<file path="config.mk">
export PLATFORM = sky130hd
export DESIGN_NAME = ex_div_flat
export DESIGN_NICKNAME = d
export VERILOG_FILES = /design/src/rtl/ex_div_if.sv /design/src/rtl/ex_div.sv /design/src/flat_wrapper.sv
export SDC_FILE = /design/constraint.sdc
export NUM_CORES = 1
export LEC_CHECK = 0
export CAP_MARGIN = 20
export CORE_MARGIN = 1
export CORE_UTILIZATION = 50
export CTS_BUF_LIST = sky130_fd_sc_hd__clkbuf_16
export CTS_CLUSTER_SIZE = 25
export DETAILED_ROUTE_END_ITERATION = 7
export MAX_ROUTING_LAYER = met4
export PLACE_DENSITY = 0.73
export SYNTH_ARGS = -nofsm -noshare
export SYNTH_HDL_FRONTEND = slang
export SYNTH_SLANG_ARGS = --single-unit
export TNS_END_PERCENT = 20
</file>
<file path="constraint.sdc">
create_clock -name clk -period 5.09 [get_ports clk]
set_input_delay 0.509 -clock clk [delete_from_list [all_inputs] [get_ports clk]]
set_output_delay 0.509 -clock clk [all_outputs]
set_load 0.005 [all_outputs]
</file>
<file path="src/rtl/ex_div_if.sv">
// ex_div_if: request/response bundle between the EX stage and the iterative divider.
// The EX stage is the master and drives operands and control.
// The divider is the slave and returns the result together with its ready/busy status.
interface ex_div_if;
    logic        signed_div_i;
    logic [31:0] opdata1_i;
    logic [31:0] opdata2_i;
    logic        start_i;
    logic        annul_i;
    logic [63:0] result_o;
    logic        ready_o;
    logic        busy_o;

    modport master (
        output signed_div_i, opdata1_i, opdata2_i, start_i, annul_i,
        input  result_o, ready_o, busy_o
    );

    modport slave (
        input  signed_div_i, opdata1_i, opdata2_i, start_i, annul_i,
        output result_o, ready_o, busy_o
    );
endinterface

</file>
<file path="src/rtl/ex_div.sv">
// ex_div: restoring shift-subtract divider for DIV/DIVU in the EX stage.
// It produces one quotient bit per clock.
// The operands are latched when the request is accepted, so EX may stall with the same instruction presented.
// The result is {remainder, quotient}, with the sign corrected after the 32 magnitude steps.
module ex_div (
    input  logic      clk,
    input  logic      rst,
    ex_div_if.slave   div
);

    typedef enum logic [1:0] {
        FREE   = 2'd0,
        BYZERO = 2'd1,
        ON     = 2'd2,
        END    = 2'd3
    } state_t;

    state_t      state_r;
    logic [31:0] divisor_r;     // divisor magnitude
    logic [63:0] work_r;        // {partial remainder, dividend/quotient bits}
    logic [5:0]  cnt_r;         // restoring steps completed
    logic        neg_q_r;       // quotient needs negation
    logic        neg_r_r;       // remainder needs negation
    logic [63:0] result_r;
    logic        ready_r;

    logic [64:0] shift_s;       // 65-bit shifted view of the working register
    logic [32:0] diff_s;        // trial difference, bit 32 set when negative
    logic [63:0] work_next_s;
    logic [31:0] quot_fix_s;
    logic [31:0] rem_fix_s;

    // Two's complement negation of a 32-bit value.
    function automatic logic [31:0] neg32_f(input logic [31:0] v);
        return ~v + 32'd1;
    endfunction

    // Magnitude of an operand; negative values are only folded when the division is signed.
    function automatic logic [31:0] mag_f(input logic [31:0] v, input logic sgn);
        if (sgn && v[31]) begin
            return neg32_f(v);
        end else begin
            return v;
        end
    endfunction

    // One restoring step.
    // Shift left, trial-subtract the divisor from the upper bits, and keep the difference if it did not go negative.
    always_comb begin
        shift_s     = {work_r, 1'b0};
        diff_s      = shift_s[64:32] - {1'b0, divisor_r};
        work_next_s = shift_s[63:0];
        if (!diff_s[32]) begin
            work_next_s = {diff_s[31:0], shift_s[31:1], 1'b1};
        end else begin
            work_next_s = shift_s[63:0];
        end
    end

    // Sign fix-up of the finished magnitudes.
    // With a dividend of 0x80000000 and a divisor of -1, this naturally wraps the quotient to 0x80000000.
    always_comb begin
        quot_fix_s = work_r[31:0];
        rem_fix_s  = work_r[63:32];
        if (neg_q_r) begin
            quot_fix_s = neg32_f(work_r[31:0]);
        end else begin
            quot_fix_s = work_r[31:0];
        end
        if (neg_r_r) begin
            rem_fix_s = neg32_f(work_r[63:32]);
        end else begin
            rem_fix_s = work_r[63:32];
        end
    end

    // Divider FSM: accept, step, complete, and hand off the result until EX releases start.
    always_ff @(posedge clk or negedge rst) begin
        if (!rst) begin
            state_r   <= FREE;
            divisor_r <= 32'd0;
            work_r    <= 64'd0;
            cnt_r     <= 6'd0;
            neg_q_r   <= 1'b0;
            neg_r_r   <= 1'b0;
            result_r  <= 64'd0;
            ready_r   <= 1'b0;
        end else begin
            case (state_r)
                FREE: begin
                    result_r <= 64'd0;
                    ready_r  <= 1'b0;
                    if (div.start_i && !div.annul_i) begin
                        neg_q_r   <= div.signed_div_i & (div.opdata1_i[31] ^ div.opdata2_i[31]);
                        neg_r_r   <= div.signed_div_i & div.opdata1_i[31];
                        divisor_r <= mag_f(div.opdata2_i, div.signed_div_i);
                        work_r    <= {32'd0, mag_f(div.opdata1_i, div.signed_div_i)};
                        cnt_r     <= 6'd0;
                        if (div.opdata2_i == 32'd0) begin
                            state_r <= BYZERO;
                        end else begin
                            state_r <= ON;
                        end
                    end else begin
                        state_r <= FREE;
                    end
                end
                BYZERO: begin
                    cnt_r <= 6'd0;
                    if (div.annul_i) begin
                        state_r  <= FREE;
                        result_r <= 64'd0;
                        ready_r  <= 1'b0;
                    end else begin
                        state_r  <= END;
                        result_r <= 64'd0;
                        ready_r  <= 1'b1;
                    end
                end
                ON: begin
                    if (div.annul_i) begin
                        state_r  <= FREE;
                        result_r <= 64'd0;
                        ready_r  <= 1'b0;
                        cnt_r    <= 6'd0;
                    end else if (cnt_r == 6'd32) begin
                        state_r  <= END;
                        result_r <= {rem_fix_s, quot_fix_s};
                        ready_r  <= 1'b1;
                    end else begin
                        work_r <= work_next_s;
                        cnt_r  <= cnt_r + 6'd1;
                    end
                end
                END: begin
                    if (!div.start_i) begin
                        state_r  <= FREE;
                        result_r <= 64'd0;
                        ready_r  <= 1'b0;
                    end else begin
                        state_r <= END;
                    end
                end
                default: begin
                    state_r  <= FREE;
                    result_r <= 64'd0;
                    ready_r  <= 1'b0;
                    cnt_r    <= 6'd0;
                end
            endcase
        end
    end

    assign div.result_o = result_r;
    assign div.ready_o  = ready_r;
    assign div.busy_o   = (state_r == ON) || (state_r == BYZERO);

endmodule

</file>
<file path="src/flat_wrapper.sv">
// flat-port wrapper written by rule: the top's interface ports become plain ports
module ex_div_flat 
  (clk, rst, div_signed_div_i, div_opdata1_i, div_opdata2_i, div_start_i, div_annul_i, div_result_o, div_ready_o, div_busy_o);
  ex_div_if div_i ();
  input  logic clk;
  input  logic rst;
  input wire logic [$bits(div_i.signed_div_i)-1:0] div_signed_div_i;
  input wire logic [$bits(div_i.opdata1_i)-1:0] div_opdata1_i;
  input wire logic [$bits(div_i.opdata2_i)-1:0] div_opdata2_i;
  input wire logic [$bits(div_i.start_i)-1:0] div_start_i;
  input wire logic [$bits(div_i.annul_i)-1:0] div_annul_i;
  output wire logic [$bits(div_i.result_o)-1:0] div_result_o;
  output wire logic [$bits(div_i.ready_o)-1:0] div_ready_o;
  output wire logic [$bits(div_i.busy_o)-1:0] div_busy_o;
  assign div_i.signed_div_i = div_signed_div_i;
  assign div_i.opdata1_i = div_opdata1_i;
  assign div_i.opdata2_i = div_opdata2_i;
  assign div_i.start_i = div_start_i;
  assign div_i.annul_i = div_annul_i;
  assign div_result_o = div_i.result_o;
  assign div_ready_o = div_i.ready_o;
  assign div_busy_o = div_i.busy_o;
  ex_div u_core (.clk(clk), .rst(rst), .div(div_i));
endmodule
</file>
==> results.py <==
metrics = {
    "clock_tree": {
        "clock_latency_ps": 440,
        "ctsResizeCount": 0,
        "clock-sinks": 171,
        "ctsHoldBuffers": 0,
        "cts_tree": "yes",
        "cts_root_buffer": "clkbuf_16",
        "post-cts-setup-buffers": 0,
        "clk_pin_slew_worst_paths_ps": 70,
        "clockBufferDepth": 2,
        "htreeDepth": 4,
        "cts_buffers": 17,
    },
    "setup_path": {
        "max_stage_delay_ps": 560,
        "required_ps": 5400,
        "reg2reg_depth": 11,
        "rr_endpoint": "u_core.work_r[39]",
        "cp-start-kind": "flip-flop",
        "crit_start": "u_core.work_r[36]",
        "critPathTopFamily": "compound AO/OA/AOI/OAI gates",
        "rrSetupSlack_ps": 1160,
        "critPathCaptureType": "flip-flop",
        "cpMostUsedCell": "a21oi_1",
        "worst-path-buf-inv": 1,
        "cp.arrival_ps": 4240,
        "path_max_fanout": 27,
        "cp_slowest_cell": "xor2_4",
        "endpoint": "u_core.work_r[39]",
        "path_class": "reg2reg",
        "r2r-start": "u_core.work_r[36]",
        "cp_cell_sequence": "ha_1 -> a21o_1 -> a211oi_1 -> a21oi_1 -> a32oi_1 -> a21oi_1 -> a21oi_1 -> xor2_4 -> buf_4 -> mux2i_1 -> o21ai_0",
        "worst-path-stages": 11,
    },
    "cells_and_area": {
        "mostFrequentLayoutCell": "nand2_1",
        "drive_gt1_frac": 0.0432,
        "layout_common_cells": "nand2_1, o21ai_0, dfrtp_1, clkdlybuf4s50_1, a21oi_1",
        "nFillCells": 1990,
        "final_cells": 1737,
        "nNetsFinal": 1555,
        "area_growth_pct": 19.0,
        "antenna_cells": 0,
    },
    "logic_synthesis": {
        "avgSynthCellArea_um2": 8.31,
        "netlist_area_mm2": 0.0112,
        "yosys.area.top_type": "dfrtp_1",
        "synthTopCellsByArea": "dfrtp_1, o21ai_0, nand2_1, xor2_1, xnor2_1",
        "synth_enable_flop_cells": 0,
        "synth_top_area_frac": 0.382,
        "synthArstFlopShare": 1.00,
        "synth.yosys.seq_area_share": 0.382,
        "synth_warnings": 0,
        "syn-num-nets": 1458,
        "synthCells": 1347,
        "ys_types": 60,
        "synth-seq-cells": 171,
        "synth_flop_cell": "dfrtp_1",
    },
    "global_route": {
        "met2_usage": 0.394,
        "antenna_found_initial": 0,
        "grt_pass1_vias": 9279,
        "met3_usage": 0.0338,
        "busiest_layer": "met2",
        "grt_max_degree": 78,
        "track_usage": 0.268,
        "grt_util_met1": 0.391,
        "overflow": 0,
        "grt_pass1_wl_um": 47300,
    },
    "drt": {
        "wl_per_cell_um": 16.4,
        "routed_via_density": 5.73,
        "dr.pass1.iters": 5,
        "wl_um": 28500,
        "vias": 9951,
        "drc": 0,
        "ant_nets": 0,
        "dr.first_iter.drc_count": 573,
    },
    "power": {
        "leakage_nw": 5.78,
        "ir_worst_vdd_mv": 0.259,
        "power.density_mw_per_mm2": 405,
    },
    "hold_path": {
        "hold_class": "in2async",
    },
    "floorplan": {
        "design.core.area_mm2": 0.0219,
        "io_pins": 135,
        "die_area_mm2": 0.0230,
        "die_h_um": 152,
        "num_rows": 54,
        "initial_core_util": 0.511,
        "die_w_um": 152,
    },
    "timing": {
        "hold_violations": 0,
        "slew_violations": 0,
        "max_freq_ghz": 0.254,
        "min_period_over_period": 0.773,
        "fin_skew_ps": 11.6,
        "slew_headroom": 0.310,
        "grt_setup_unrepaired": "false",
        "tns_ps": 0,
        "worst_slew_pin_slew_ps": 1040,
        "finalSetupViolations": 0,
        "layout_min_cycle_time_ps": 3930,
    },
    "place": {
        "place_congestion": 0.910,
        "dp.cells": 1705,
        "dp_hpwl_um": 21400,
        "port_buffers": 134,
    },
    "outcome": {
        "status": "finished, final reports clean",
    },
    "job": {
        "max_cap_violations": 0,
    },
}
logic make-up (layout without fill, tap and decap cells):
group | count (synthesis) | count (layout) | synth area share
buffers and inverters | 125 | 235 | 0.0427
multiplexers | 13 | 13 | 0.0116
AO/OA/AOI/OAI | 408 | 408 | 0.218
AND/OR/NAND/NOR | 440 | 440 | 0.182
XOR/XNOR | 148 | 148 | 0.116
adder cells (fa/ha/maj) | 42 | 42 | 0.0476
flip-flops | 171 | 171 | 0.382
area by class of cell:
cell class | count | area, um2 | area share
well taps | 280 | 350 | 0.0263
inverters | 58 | 218 | 0.0164
multi-input cells | 1051 | 6470 | 0.486
clock inverters | 15 | 150 | 0.0113
clock buffers | 17 | 425 | 0.0319
repair buffers | 145 | 1430 | 0.107
flip-flops and latches | 171 | 4280 | 0.321
how the worst min path moves through the flow:
stage                                          to  slack [ps]  depth (start not counted)                    start
after floorplan                   u_core.cnt_r[0]         210                          0                      rst
after global placement    u_core.div.result_o[35]         460                          2  u_core.div.result_o[35]
after detailed placement       u_core.div.ready_o         470                          2       u_core.div.ready_o
after CTS                       u_core.work_r[14]         130                          1                      rst
after global routing       u_core.div.result_o[0]         160                          1                      rst
final                           u_core.work_r[14]         100                          1                      rst
per-stage QoR:
stage                     hold WS [ps]  power, mW   util  cell area, um2  setup WS, ps
after floorplan                    213       3.48      -           11200          2050
after global routing               155       5.81  0.608           13300           836
after global placement             460       4.06  0.582           12700          1410
after detailed placement           468       4.10  0.582           12700          1260
final                              101       5.39  0.608           13300          1160
after CTS                          133       5.40  0.608           13300          1240
Yosys cell counts, types with 15 or more instances:
library cell / count
a21oi_1: 95
clkbuf_1: 63
dfrtp_1: 171
ha_1: 41
inv_1: 58
nand2_1: 226
nand2b_1: 15
nand3_1: 20
nor2_1: 78
nor3_1: 21
o21ai_0: 174
o31ai_1: 38
xnor2_1: 60
xor2_1: 88
registers in the layout, summed over array words and instances (netlist names):
name / count
u_core.cnt_r: 6
u_core.div.ready_o: 1
u_core.div.result_o: 64
u_core.divisor_r: 32
u_core.neg_q_r: 1
u_core.neg_r_r: 1
u_core.state_r: 2
u_core.work_r: 64
power by group:
group	internal (mW)	switching (mW)	leakage, nW	total [mW]
clock	0.724	0.568	0.284	1.29
sequential	1.64	0.352	2.28	1.99
combinational	0.831	1.28	3.21	2.11
total	3.20	2.20	5.78	5.39
routing by layer:
metal / up-vias / share of wire / wire (um)
li1: 4951 / - / -
met1: 4675 / 0.50 / 14100
met2: 293 / 0.43 / 12300
met3: 32 / 0.057 / 1630
met4: 0 / 0.014 / 389
met5: - / 0 / 0
Note: power is estimated with default switching activity, not from simulation.
